--- config.mk ---
export PLATFORM = sky130hd
export DESIGN_NAME = mem_arbiter_flat
export DESIGN_NICKNAME = d
export VERILOG_FILES = /design/src/rtl/mem_arbiter_if.sv /design/src/rtl/mem_arbiter.sv /design/src/flat_wrapper.sv
export SDC_FILE = /design/constraint.sdc
export NUM_CORES = 1
export LEC_CHECK = 0
export ABC_AREA = 1
export BUFFER_PORTS_ARGS = -buffer_cell sky130_fd_sc_hd__buf_2
export CAP_MARGIN = 20
export CORE_ASPECT_RATIO = 1.2
export CORE_MARGIN = 4
export CORE_UTILIZATION = 45
export CTS_BUF_LIST = sky130_fd_sc_hd__clkbuf_4 sky130_fd_sc_hd__clkbuf_8
export CTS_CLUSTER_DIAMETER = 80
export DETAILED_ROUTE_END_ITERATION = 12
export PLACE_DENSITY = 0.78
export SLEW_MARGIN = 10
export SYNTH_ARGS = -nofsm -noshare
export SYNTH_HDL_FRONTEND = slang
export SYNTH_SLANG_ARGS = --single-unit
--- constraint.sdc ---
create_clock -name clk -period 1.4 [get_ports clk]
set_input_delay 0.14 -clock clk [delete_from_list [all_inputs] [get_ports clk]]
set_output_delay 0.14 -clock clk [all_outputs]
set_load 0.05 [all_outputs]
--- src/rtl/mem_arbiter_if.sv ---
// Bundle of requester-side (CPU, loader) and memory-side signals around mem_arbiter.
// The arbiter takes the slave modport; requesters and the memory model take master.
interface mem_arbiter_if #(
    parameter int unsigned WIDTH  = 16,
    parameter int unsigned AWIDTH = 16
);
    logic              cpu_req;
    logic              cpu_we;
    logic [AWIDTH-1:0] cpu_addr;
    logic [WIDTH-1:0]  cpu_wdata;
    logic              cpu_ack;

    logic              ldr_req;
    logic              ldr_we;
    logic [AWIDTH-1:0] ldr_addr;
    logic [WIDTH-1:0]  ldr_wdata;
    logic              ldr_lock;
    logic              ldr_ack;

    logic [WIDTH-1:0]  rdata;
    logic [1:0]        gnt;
    logic              busy;

    logic              mem_en;
    logic              mem_we;
    logic [AWIDTH-1:0] mem_addr;
    logic [WIDTH-1:0]  mem_wdata;
    logic [WIDTH-1:0]  mem_rdata;

    modport slave (
        input  cpu_req, cpu_we, cpu_addr, cpu_wdata,
        input  ldr_req, ldr_we, ldr_addr, ldr_wdata, ldr_lock,
        input  mem_rdata,
        output cpu_ack, ldr_ack, rdata, gnt, busy,
        output mem_en, mem_we, mem_addr, mem_wdata
    );

    modport master (
        output cpu_req, cpu_we, cpu_addr, cpu_wdata,
        output ldr_req, ldr_we, ldr_addr, ldr_wdata, ldr_lock,
        output mem_rdata,
        input  cpu_ack, ldr_ack, rdata, gnt, busy,
        input  mem_en, mem_we, mem_addr, mem_wdata
    );
endinterface

--- src/rtl/mem_arbiter.sv ---
// Shares one memory port between the CPU path and the loader: round-robin grant,
// loader burst lock, fixed-latency access and a one-cycle completion ack.
module mem_arbiter #(
    parameter int unsigned WIDTH   = 16,
    parameter int unsigned AWIDTH  = 16,
    parameter int unsigned MEM_LAT = 2
) (
    input  logic           clk,
    input  logic           reset,
    mem_arbiter_if.slave   bus
);
    localparam int unsigned CNT_W = 4;

    typedef enum logic [1:0] {
        IDLE   = 2'd0,
        ACCESS = 2'd1,
        DONE   = 2'd2
    } state_t;

    state_t            state;
    logic [CNT_W-1:0]  cnt;
    logic              last_ldr;

    logic              pick_cpu;
    logic              pick_ldr;
    logic              sel_we;
    logic [AWIDTH-1:0] sel_addr;
    logic [WIDTH-1:0]  sel_wdata;

    // Arbitration: lock owns the port for the loader, otherwise round-robin on ties
    always_comb begin
        pick_cpu = 1'b0;
        pick_ldr = 1'b0;
        if (bus.ldr_lock) begin
            pick_ldr = bus.ldr_req;
        end else if (bus.cpu_req && bus.ldr_req) begin
            pick_ldr = !last_ldr;
            pick_cpu = last_ldr;
        end else begin
            pick_cpu = bus.cpu_req;
            pick_ldr = bus.ldr_req;
        end
        sel_we    = pick_ldr ? bus.ldr_we    : bus.cpu_we;
        sel_addr  = pick_ldr ? bus.ldr_addr  : bus.cpu_addr;
        sel_wdata = pick_ldr ? bus.ldr_wdata : bus.cpu_wdata;
    end

    always_ff @(posedge clk) begin
        if (reset) begin
            state         <= IDLE;
            cnt           <= '0;
            last_ldr      <= 1'b1;
            bus.cpu_ack   <= 1'b0;
            bus.ldr_ack   <= 1'b0;
            bus.rdata     <= '0;
            bus.gnt       <= 2'b00;
            bus.busy      <= 1'b0;
            bus.mem_en    <= 1'b0;
            bus.mem_we    <= 1'b0;
            bus.mem_addr  <= '0;
            bus.mem_wdata <= '0;
        end else begin
            case (state)
                IDLE: begin
                    if (pick_cpu || pick_ldr) begin
                        bus.mem_addr  <= sel_addr;
                        bus.mem_wdata <= sel_wdata;
                        bus.mem_en    <= 1'b1;
                        bus.mem_we    <= sel_we;
                        bus.gnt       <= {pick_ldr, pick_cpu};
                        bus.busy      <= 1'b1;
                        last_ldr      <= pick_ldr;
                        cnt           <= CNT_W'(MEM_LAT - 1);
                        state         <= ACCESS;
                    end
                end
                ACCESS: begin
                    if (cnt != '0) begin
                        cnt <= cnt - CNT_W'(1);
                    end else begin
                        // mem_we is still the latched direction in the last access cycle
                        if (!bus.mem_we) begin
                            bus.rdata <= bus.mem_rdata;
                        end
                        bus.mem_en  <= 1'b0;
                        bus.mem_we  <= 1'b0;
                        bus.cpu_ack <= bus.gnt[0];
                        bus.ldr_ack <= bus.gnt[1];
                        state       <= DONE;
                    end
                end
                DONE: begin
                    bus.cpu_ack <= 1'b0;
                    bus.ldr_ack <= 1'b0;
                    bus.gnt     <= 2'b00;
                    bus.busy    <= 1'b0;
                    state       <= IDLE;
                end
                default: begin
                    state <= IDLE;
                end
            endcase
        end
    end
endmodule

--- src/flat_wrapper.sv ---
// flat-port wrapper written by rule: the top's interface ports become plain ports
module mem_arbiter_flat 
#(
    parameter int unsigned WIDTH   = 16,
    parameter int unsigned AWIDTH  = 16,
    parameter int unsigned MEM_LAT = 2
)
  (clk, reset, bus_cpu_req, bus_cpu_we, bus_cpu_addr, bus_cpu_wdata, bus_ldr_req, bus_ldr_we, bus_ldr_addr, bus_ldr_wdata, bus_ldr_lock, bus_mem_rdata, bus_cpu_ack, bus_ldr_ack, bus_rdata, bus_gnt, bus_busy, bus_mem_en, bus_mem_we, bus_mem_addr, bus_mem_wdata);
  mem_arbiter_if #(.WIDTH(WIDTH), .AWIDTH(AWIDTH)) bus_i ();
  input  logic clk;
  input  logic reset;
  input wire logic [$bits(bus_i.cpu_req)-1:0] bus_cpu_req;
  input wire logic [$bits(bus_i.cpu_we)-1:0] bus_cpu_we;
  input wire logic [$bits(bus_i.cpu_addr)-1:0] bus_cpu_addr;
  input wire logic [$bits(bus_i.cpu_wdata)-1:0] bus_cpu_wdata;
  input wire logic [$bits(bus_i.ldr_req)-1:0] bus_ldr_req;
  input wire logic [$bits(bus_i.ldr_we)-1:0] bus_ldr_we;
  input wire logic [$bits(bus_i.ldr_addr)-1:0] bus_ldr_addr;
  input wire logic [$bits(bus_i.ldr_wdata)-1:0] bus_ldr_wdata;
  input wire logic [$bits(bus_i.ldr_lock)-1:0] bus_ldr_lock;
  input wire logic [$bits(bus_i.mem_rdata)-1:0] bus_mem_rdata;
  output wire logic [$bits(bus_i.cpu_ack)-1:0] bus_cpu_ack;
  output wire logic [$bits(bus_i.ldr_ack)-1:0] bus_ldr_ack;
  output wire logic [$bits(bus_i.rdata)-1:0] bus_rdata;
  output wire logic [$bits(bus_i.gnt)-1:0] bus_gnt;
  output wire logic [$bits(bus_i.busy)-1:0] bus_busy;
  output wire logic [$bits(bus_i.mem_en)-1:0] bus_mem_en;
  output wire logic [$bits(bus_i.mem_we)-1:0] bus_mem_we;
  output wire logic [$bits(bus_i.mem_addr)-1:0] bus_mem_addr;
  output wire logic [$bits(bus_i.mem_wdata)-1:0] bus_mem_wdata;
  assign bus_i.cpu_req = bus_cpu_req;
  assign bus_i.cpu_we = bus_cpu_we;
  assign bus_i.cpu_addr = bus_cpu_addr;
  assign bus_i.cpu_wdata = bus_cpu_wdata;
  assign bus_i.ldr_req = bus_ldr_req;
  assign bus_i.ldr_we = bus_ldr_we;
  assign bus_i.ldr_addr = bus_ldr_addr;
  assign bus_i.ldr_wdata = bus_ldr_wdata;
  assign bus_i.ldr_lock = bus_ldr_lock;
  assign bus_i.mem_rdata = bus_mem_rdata;
  assign bus_cpu_ack = bus_i.cpu_ack;
  assign bus_ldr_ack = bus_i.ldr_ack;
  assign bus_rdata = bus_i.rdata;
  assign bus_gnt = bus_i.gnt;
  assign bus_busy = bus_i.busy;
  assign bus_mem_en = bus_i.mem_en;
  assign bus_mem_we = bus_i.mem_we;
  assign bus_mem_addr = bus_i.mem_addr;
  assign bus_mem_wdata = bus_i.mem_wdata;
  mem_arbiter #(.WIDTH(WIDTH), .AWIDTH(AWIDTH), .MEM_LAT(MEM_LAT)) u_core (.clk(clk), .reset(reset), .bus(bus_i));
endmodule
==> metrics.log <==
INFO  metric post_synthesis_sequential_area_ratio = 0.456
INFO  metric io-pin-count = 142
INFO  metric firstDrtPassIters = 4
INFO  metric die_area = around 0.0074 sq mm
INFO  metric height_of_the_chip = 93.2 microns
INFO  metric antenna_left = 0
INFO  metric start_util = 0.471
INFO  metric worstMarginPinSlew = 0.524 ns
INFO  metric fin_tns_setup = 0 ns
INFO  metric detailedPlace.worstSlack = -0.104 ns
INFO  metric layout_commonest_cell = sky130_fd_sc_hd__buf_2
INFO  metric antenna_found_initial = 0
INFO  metric cp_data_arrival_time = about 1.5 ns
INFO  metric port-buffer-count = approximately 140
INFO  metric crit_path_max_incr_delay = roughly 0.32 ns
INFO  metric worst_slew_margin_rel = 0.650
INFO  metric final_critical_path_setup_slack = 0.107 ns
INFO  metric synth_area_leader = sky130_fd_sc_hd__dfxtp_1
INFO  metric fin_crit_sh = 0.923
INFO  metric dp_hpwl = 5330 microns
INFO  metric area_growth = 36.0%
INFO  metric drc_errors = 0
INFO  metric synth_area = ~0.0027 sq mm
INFO  metric finalCoreUtilization = 0.641
INFO  metric grt_setup_unrepaired = no
INFO  metric holdWs = 0.0623 ns
INFO  metric viasPerCell = between 4 and 5
INFO  metric grt.overflow.total = 0
INFO  metric power.static_leakage = roughly 2.1 nW
INFO  metric grt_use_total = 0.188
INFO  metric cts_buffers = 9
INFO  metric timing.final.setup_violations = 0
INFO  metric report.final.hold_viol_count = 0
INFO  metric synth_seq_cells = 62
INFO  metric postSynthNetCount = around 460
INFO  metric insertion_delay = 0.31 ns
INFO  metric layout-drive-gt1-share = 0.359
INFO  metric holdCritPathClass = in -> reg
INFO  metric crit_chain = inv_1 > ha_4 > nand2_2 > nor2_4 > nand2_8 > o21ai_0 > nor2_1
INFO  metric startpoint_type = flip-flop
INFO  metric layout_min_cycle_time = 1.29 ns
INFO  metric final_design_instance_area_without_fill = 0.00370 sq mm
INFO  metric max_cap_violations = 0
INFO  metric power_per_cell_area = between 1000 and 1500 mW/mm^2
INFO  metric required = 1.60 ns
INFO  metric final_max_slew_viol_count = 0
INFO  metric ctsHtreeMaxLevel = 3
INFO  metric rows = 30
INFO  metric ff_latch_area = about 0.0012 sq mm
INFO  metric grt_pass1_wl = about 11000 microns
INFO  metric reg2reg_slack = between 0.1 and 0.15 ns
INFO  metric syn_inst = between 300 and 400
INFO  metric detailed_route_wire_length = between 6000 and 7000 microns
INFO  metric die_x = approximately 79 microns
INFO  metric finalNetCount = roughly 600
INFO  metric placedCellCount = just under 600
INFO  metric ir_drop = 0.000651 V
INFO  metric num_vias = 2745
INFO  metric multiInputGateArea = between 0.001 and 0.0015 sq mm
INFO  metric routedWlPerCell = approximately 12 microns
INFO  metric final_cells = 592
INFO  metric grt_start_max_net_pins = 40
INFO  metric synth_area_per_cell = 7.44 sq um
INFO  metric criticalPathCategory = reg -> reg
INFO  metric crit_slowest_cell = sky130_fd_sc_hd__dfxtp_1
INFO  metric synth.top_cell.area_share = 0.456
INFO  metric initialDrtViolationCount = around 120
INFO  metric crit_path_max_fanout = 17
INFO  metric nFillCells = a little over 500
INFO  metric post_place_instance_area = between 0.003 and 0.004 sq mm
INFO  metric timing.clock.skew = around 0.0039 ns
INFO  metric total_power = between 5 and 6 mW
INFO  metric insertedDiodeCount = 0
INFO  metric finalWeightedCongestion = 0.801
INFO  metric clockBufferDepth = 2
INFO  metric outcome = completed
INFO  metric fp.coreArea = approximately 0.0058 sq mm
INFO  metric cts_root_buffer = sky130_fd_sc_hd__clkbuf_8
INFO  metric worst_setup_path_end_kind = flip-flop
INFO  metric maxClockFrequency = 774 MHz
INFO  metric post_synth_num_cell_types = 27
INFO  metric tritoncts = built
INFO  metric layout.cells.most_common_list = sky130_fd_sc_hd__buf_2, sky130_fd_sc_hd__nand2_1, sky130_fd_sc_hd__dfxtp_1, sky130_fd_sc_hd__nor2_1, sky130_fd_sc_hd__inv_1
INFO  metric yosys_warnings = 0
INFO  metric cts.reportedPaths.clkPinSlew = around 0.060 ns
INFO  metric first_global_vias = roughly 2.5k
INFO  metric yosys-top-cells-area = sky130_fd_sc_hd__dfxtp_1, sky130_fd_sc_hd__nand2_1, sky130_fd_sc_hd__o211ai_1, sky130_fd_sc_hd__nor2_1, sky130_fd_sc_hd__inv_1
INFO  metric numClockSinks = 62
kinds of logic (layout without fill, tap and decap cells):
family,Yosys count,after routing,share of synthesized area
simple gates,180,181,0.278
buf+inv,63,208,0.115
flops,62,62,0.456
compound gates,58,58,0.138
fa+ha+maj,2,2,0.00919
xor+xnor,1,1,0.00322
per-layer routing:
metal,vias up,wire (microns),GRT usage
li1,1443,-,-
met1,1180,2850,0.218
met2,117,3220,0.320
met3,5,718,0.0684
met4,0,57,0.0602
met5,-,0,0
final cells by class:
class	count	area share
inverter	45	0.0490
multi-input combinational	242	0.325
timing repair buffer	152	0.226
clock buffer	11	0.0375
tap	80	0.0270
sequential	62	0.335
worst max-delay path: cells and delay by family (launching register included):
kind,cells,cell delay (ns)
adder cells (fa/ha/maj),1,0.15
AND/OR/NAND/NOR,4,0.40
buffers and inverters,1,0.11
flip-flops,1,0.32
AO/OA/AOI/OAI,1,0.19
power by group:
group,switching [mW],internal (mW)
sequential,0.129,2.00
clock,0.550,0.632
combinational,1.34,0.532
total,2.02,3.17
sequential cells by signal, indices dropped and copies added (netlist names):
name / cells
u_core.state: 2
u_core.last_ldr: 1
u_core.cnt: 4
u_core.bus.cpu_ack: 1
u_core.bus.mem_en: 1
u_core.bus.mem_we: 1
u_core.bus.mem_wdata: 16
u_core.bus.mem_addr: 16
u_core.bus.rdata: 16
u_core.bus.ldr_ack: 1
u_core.bus.gnt: 2
u_core.bus.busy: 1
synth_stat cells, drive strengths merged:
cell type / count
a21oi: 7
a31oi: 1
dfxtp: 62
nand3b: 1
clkbuf: 3
nor3: 1
o21ai: 18
xor2: 1
ha: 2
nor2: 48
nand3: 11
inv: 45
o211ai: 32
buf: 15
nand2: 119
path summary, 6_finish.rpt:
kind,startpoint,endpoint,cells past startpoint
setup / recovery,u_core.cnt[1],u_core.bus.rdata[10],7
hold / removal,bus_mem_rdata[13],u_core.bus.rdata[13],3
setup reg to reg,u_core.cnt[1],u_core.bus.rdata[10],7
hold reg to reg,u_core.bus.mem_wdata[10],u_core.bus.mem_wdata[10],2
timing repair:
item,4_1_cts,5_1_grt
hold buffers,0,0
cloned,1,0
resized for setup,2,10
endpoints found under the setup margin,6,20
buffers inserted,0,2
pin swaps,1,1
Power figures use the tool's default switching activity.
